`src/rtl/cla_seq_pkg.sv`:
```
// Shared types and helpers for the sequential CLA adder.
// State encoding, nibble width and index sizing.
package cla_seq_pkg;

    typedef enum logic [1:0] {
        IDLE = 2'd0,
        RUN  = 2'd1,
        DONE = 2'd2
    } state_t;

    localparam int NIBW = 4;

    // Index width for a nibble counter; at least one bit even for NIB=1.
    function automatic int idx_w(input int nib);
        return (nib > 1) ? $clog2(nib) : 1;
    endfunction

endpackage

```
`src/rtl/cla_seq_adder_cla4.sv`:
```
// 4-bit carry-lookahead adder cell.
// Pure combinational; shared by the sequential controller.
module CLA_4bit (
    input  logic [3:0] a,
    input  logic [3:0] b,
    input  logic       cin,
    output logic [3:0] sum,
    output logic       cout
);

    logic [3:0] p;
    logic [3:0] g;
    logic [4:0] c;

    // Generate/propagate terms and flattened lookahead carries.
    always_comb begin
        p    = a ^ b;
        g    = a & b;
        c[0] = cin;
        c[1] = g[0] | (p[0] & cin);
        c[2] = g[1] | (p[1] & g[0]) | (p[1] & p[0] & cin);
        c[3] = g[2] | (p[2] & g[1]) | (p[2] & p[1] & g[0])
             | (p[2] & p[1] & p[0] & cin);
        c[4] = g[3] | (p[3] & g[2]) | (p[3] & p[2] & g[1])
             | (p[3] & p[2] & p[1] & g[0])
             | (p[3] & p[2] & p[1] & p[0] & cin);
        sum  = p ^ c[3:0];
        cout = c[4];
    end

endmodule

```
`src/rtl/cla_seq_adder.sv`:
```
// Multi-cycle add/subtract: one nibble per cycle through a shared
// 4-bit CLA cell, with valid/ready on both request and result sides.
module cla_seq_adder
    import cla_seq_pkg::*;
#(
    parameter int WIDTH = 16
) (
    input  logic             clk,
    input  logic             rst_n,
    input  logic             in_valid,
    output logic             in_ready,
    input  logic [WIDTH-1:0] a,
    input  logic [WIDTH-1:0] b,
    input  logic             cin,
    input  logic             sub,
    output logic             out_valid,
    input  logic             out_ready,
    output logic [WIDTH-1:0] sum,
    output logic             cout,
    output logic             ovf
);

    localparam int NIB = WIDTH / NIBW;
    localparam int IW  = idx_w(NIB);
    localparam logic [IW-1:0] LAST = IW'(NIB - 1);

    state_t           state;
    state_t           state_n;
    logic             accept;
    logic             last;

    logic [WIDTH-1:0] a_r;
    logic [WIDTH-1:0] b_r;
    logic [WIDTH-1:0] acc;
    logic [WIDTH-1:0] acc_n;
    logic             carry;
    logic [IW-1:0]    idx;

    logic [NIBW-1:0]  a_nib;
    logic [NIBW-1:0]  b_nib;
    logic [NIBW-1:0]  s_nib;
    logic             c_out;
    logic             c3;

    CLA_4bit u_cell (
        .a    (a_nib),
        .b    (b_nib),
        .cin  (carry),
        .sum  (s_nib),
        .cout (c_out)
    );

    // State register.
    always_ff @(posedge clk or negedge rst_n) begin
        if (!rst_n) begin
            state <= IDLE;
        end else begin
            state <= state_n;
        end
    end

    // Next state and handshake; a new request may overlap result pickup.
    always_comb begin
        state_n  = state;
        in_ready = (state == IDLE) || ((state == DONE) && out_ready);
        accept   = in_valid && in_ready;
        last     = (idx == LAST);
        unique case (state)
            IDLE: if (accept) state_n = RUN;
            RUN:  if (last) state_n = DONE;
            DONE: begin
                if (out_ready) begin
                    state_n = accept ? RUN : IDLE;
                end
            end
            default: state_n = IDLE;
        endcase
    end

    assign out_valid = (state == DONE);

    // Nibble mux into the cell and demux of its sum into the work register.
    always_comb begin
        a_nib = '0;
        b_nib = '0;
        acc_n = acc;
        for (int k = 0; k < NIB; k++) begin
            if (idx == IW'(k)) begin
                a_nib = a_r[k*NIBW +: NIBW];
                b_nib = b_r[k*NIBW +: NIBW];
                acc_n[k*NIBW +: NIBW] = s_nib;
            end
        end
        c3 = a_nib[NIBW-1] ^ b_nib[NIBW-1] ^ s_nib[NIBW-1];
    end

    // Operand latch, nibble stepping and result capture on the last nibble.
    always_ff @(posedge clk or negedge rst_n) begin
        if (!rst_n) begin
            a_r   <= '0;
            b_r   <= '0;
            acc   <= '0;
            carry <= 1'b0;
            idx   <= '0;
            sum   <= '0;
            cout  <= 1'b0;
            ovf   <= 1'b0;
        end else if (accept) begin
            a_r   <= a;
            b_r   <= sub ? ~b : b;
            carry <= sub | cin;
            idx   <= '0;
            acc   <= '0;
        end else if (state == RUN) begin
            acc   <= acc_n;
            carry <= c_out;
            idx   <= idx + IW'(1);
            if (last) begin
                sum  <= acc_n;
                cout <= c_out;
                ovf  <= c3 ^ c_out;
            end
        end
    end

endmodule

```
`config.mk`:
```
export PLATFORM = sky130hd
export DESIGN_NAME = cla_seq_adder
export DESIGN_NICKNAME = d
export VERILOG_FILES = /design/src/rtl/cla_seq_pkg.sv /design/src/rtl/cla_seq_adder_cla4.sv /design/src/rtl/cla_seq_adder.sv
export SDC_FILE = /design/constraint.sdc
export NUM_CORES = 1
export LEC_CHECK = 0
export ABC_CLOCK_PERIOD_IN_PS = 2510
export CORE_MARGIN = 5
export CORE_UTILIZATION = 35
export CTS_CLUSTER_SIZE = 20
export DETAILED_ROUTE_END_ITERATION = 10
export PLACE_DENSITY = 0.6
export SETUP_SLACK_MARGIN = 0.4
export SYNTH_ARGS = -nofsm -noshare
export SYNTH_HDL_FRONTEND = slang
export SYNTH_SLANG_ARGS = --single-unit
```
`constraint.sdc`:
```
create_clock -name clk -period 2.51 [get_ports clk]
set_input_delay 0.251 -clock clk [delete_from_list [all_inputs] [get_ports clk]]
set_output_delay 0.251 -clock clk [all_outputs]
set_load 0.03 [all_outputs]
```
==> Flow_metrics.wiki <==
{| class="wikitable"
! Metric !! Value
|-
| Die Area || 11400 µm²
|-
| Combinational family with the most area after synthesis || compound AO/OA/AOI/OAI gates
|-
| Violations in the final reports || setup timing
|-
| Worst endpoint data arrival time || 2.79 ns
|-
| Critical path data required time || 2.73 ns
|-
| Fraction of synthesized cell area taken by the top area cell type || 51.0%
|-
| Ys async rst share || 100%
|-
| Startpoint of the worst-slack reg-to-reg timing path || idx[0]
|-
| Grt total ovfl || 0
|-
| Root buf cell || clkbuf_8
|-
| Insertion delay of the later-clocked pin in the worst-skew pair || 0.34 ns
|-
| Clock buffer count from CTS || 9
|-
| Tightest Pin Transition || 0.634 ns
|-
| Vias in the first global route || 2574
|-
| Ranking of synthesized cells by area || dfrtp_1 51%, mux2_2 5.1%, xnor2_1 5.1%
|-
| Global-route wire length before repair || ~13000 µm
|-
| Fin crit share || 102%
|-
| Residual DRC || 0
|-
| Unrepaired setup endpoints after global routing || true
|-
| Synth Area in Compound Gates || 17.3%
|-
| Top Layer Used || met4
|-
| Worst slack on hold paths || 0.472 ns
|-
| Leading cell type by number of instances after synthesis || dfrtp_1
|-
| Crit Path Max Fanout || 5
|-
| Hold/Removal Path Class || input port to asynchronous set/reset pin
|-
| Chip height || 107 µm
|-
| Count of inserted antenna diode cells || 0
|-
| Pins Over Slew Limit || 0
|-
| Worst Setup Slack post-DPL || -0.337 ns
|-
| Routed metal-1 wire length || between 3000 and 4000 µm
|-
| Initial standard-cell utilization of the core || 35.8%
|-
| Net count, final || roughly 440
|-
| Gate count after technology mapping || around 310
|-
| Number of top-level pins || between 50 and 60
|-
| Source of the critical timing path || idx[0]
|-
| Crit path time final || 2.57 ns
|-
| Area growth, synth to finish || 44.3%
|-
| Number of sinks on the clock net || 67
|-
| Core box area || 9200 µm²
|-
| Cell area after synthesis || 3290 µm²
|-
| Final hold viol count || 0
|-
| Total negative slack || -0.377 ns
|-
| Maximum clock rate || approximately 400 MHz
|-
| Number of H-tree branching levels || 3
|-
| Area fraction in and, or, nand and nor cells after synthesis || 11.9%
|-
| Status || complete, but fails checks
|-
| Largest net degree at the start of global routing || 52
|-
| Post-Syn Area per Cell || 10.5 µm²
|-
| Smallest setup slack after layout || -0.0574 ns
|-
| Final weighted congestion of routability-driven global placement || 0.816
|-
| Fraction of synthesized cell area in xor and xnor cells || 5.06%
|-
| Number of rows created at floorplan || 35
|-
| Initial detailed-routing violation count || 60
|-
| HPWL after DPL || 5290 µm
|-
| Antenna violations before repair || 0
|-
| Met2 layer wire length in the routed design || roughly 3900 µm
|-
| Top_reg_cell synth || dfrtp_1
|-
| Ratio of routed vias to standard cells || 4.97
|-
| First drt pass iteration count || 4
|-
| Post-Route Utilization || 51.6%
|-
| Worst-case clock buffer depth || 2
|-
| Synth top cells by count || 67 x dfrtp_1, 36 x nand2_1, 24 x o21ai_0
|-
| Global-route total usage across every layer || 14.2%
|-
| Fraction of layout instances using a drive strength above 1 || 28.3%
|-
| Sequential element share of the synthesized area || 51.0%
|-
| I/O Buffers || 57
|-
| Multiplexer area fraction after synthesis || 6.69%
|-
| Die boundary width || 107 µm
|-
| Number of endpoints failing setup at the final stage || 14
|-
| Final clock skew || 0.0105 ns
|-
| Number of enable flip-flop cells after synthesis || 0
|-
| Count of nets left with antenna violations after detail routing || 0
|-
| Count of unique library cells instantiated by Yosys || 41
|-
| Synthesized-area fraction occupied by adder cells || about 3.7%
|-
| Number of nets in the synthesized netlist || 360
|-
| Yosys reg bits || 67
|-
| Crit start category || register
|-
| Via count of the routed design || roughly 2500
|-
| Clock slew seen by the registers of the worst setup and hold paths || 0.07 ns
|-
| Max-slew headroom || between 50 and 60%
|-
| Average detailed-routed wire length per instance || 15.3 µm
|-
| Met3 WL post-DR || 293 µm
|-
| Max-capacitance violation count || 0
|-
| Top cell type by total area after synthesis || dfrtp_1
|-
| Count of synthesis-stage warnings from yosys || 0
|-
| Clock tree from TritonCTS || yes
|-
| Critical path endpoint category || register
|-
| Critical setup path kind || register to register
|-
| Final wirelength || slightly below 8000 µm
|}
==> cell type report <==
cell class,count,area [µm²]
clock buffer,13,169
clock inverter,2,10.0
fill,856,4450
inverter,6,22.5
multi-input combinational,216,1760
sequential,67,1680
tap,111,139
timing repair buffer,95,977
==> path summary, 6_finish.rpt <==
| check | endpoint | cells past startpoint | slack [ns] |
|---|---|---|---|
| setup / recovery | sum[14] | 12 | -0.06 |
| hold / removal | acc[0] | 2 | 0.47 |
| max in group asynchronous | a_r[6] | 3 | 1.39 |
| hold reg to reg | sum[5] | 2 | 0.48 |
| min in group clk | sum[5] | 2 | 0.48 |
| setup reg to reg | sum[14] | 12 | -0.06 |
==> cell families (layout without fill, tap and decap cells) <==
family | count (synthesis) | in the layout
AOI/OAI and AO/OA | 87 | 87
and+or+nand+nor | 81 | 81
xor gates and xnor gates | 19 | 19
adders and majority gates | 9 | 9
buffers and inverters | 30 | 116
DFF | 67 | 67
muxes | 20 | 20
==> layout by cell type, fill, tap and decap left out, types with 3 or more instances in the layout <==
cell	netlist	final
dfrtp_1	67	67
clkdlybuf4s50_1	0	56
nand2_1	36	35
buf_4	5	23
a21oi_1	23	19
nor2_1	19	18
xnor2_1	19	17
mux2_2	15	15
clkbuf_8	0	12
o21ai_1	3	11
nor2b_1	12	9
o21ai_0	24	9
buf_6	1	7
o21ai_2	0	6
a22o_1	6	6
o31ai_1	8	5
inv_1	6	4
mux2i_1	4	4
a32o_1	4	4
ha_4	0	4
a21oi_2	0	3
a221oi_1	7	3
nor3b_1	3	3
buf_12	0	3
==> state kept, by name, indices dropped and copies added (netlist names) <==
register	cells
a_r	16
acc	12
b_r	16
carry	1
cout	1
idx	2
ovf	1
state	2
sum	16
==> what timing repair did <==
| action | 4_1_cts | 5_1_grt |
|---|---|---|
| endpoints found under the setup margin | 31 | 31 |
| endpoints found under the hold margin | 26 | 0 |
| setup buffers | 9 | 1 |
| hold buffers | 1 | 0 |
| pin swaps | 20 | 12 |
| cloned | 2 | 0 |
| resized for setup | 45 | 18 |
==> critical path: stages, from the launching register on <==
cell      delay, ns
dfrtp_1        0.43
ha_4           0.20
buf_6          0.12
nor2b_4        0.21
a221oi_4       0.10
o31ai_4        0.30
ha_4           0.26
a21o_1         0.15
a211o_1        0.28
buf_6          0.14
buf_4          0.13
nand2_2        0.07
o21ai_1        0.05
==> per-layer routing <==
metal	GRT usage (%)	vias to the layer above
met2	23.7	56
met3	3.61	6
met5	0	-
li1	-	1253
met4	3.29	0
met1	18.5	1222
==> stage by stage <==
stage          cells  instance area [µm²]
2_1_floorplan    313                 3330
3_3_place_gp     482                 4130
3_5_place_dp     482                 4130
4_1_cts          509                 4650
5_1_grt          510                 4750
6_report         510                 4750
Power is not shown: default switching activity piles up to over one toggle a cycle in this logic, so the estimate is an artifact.
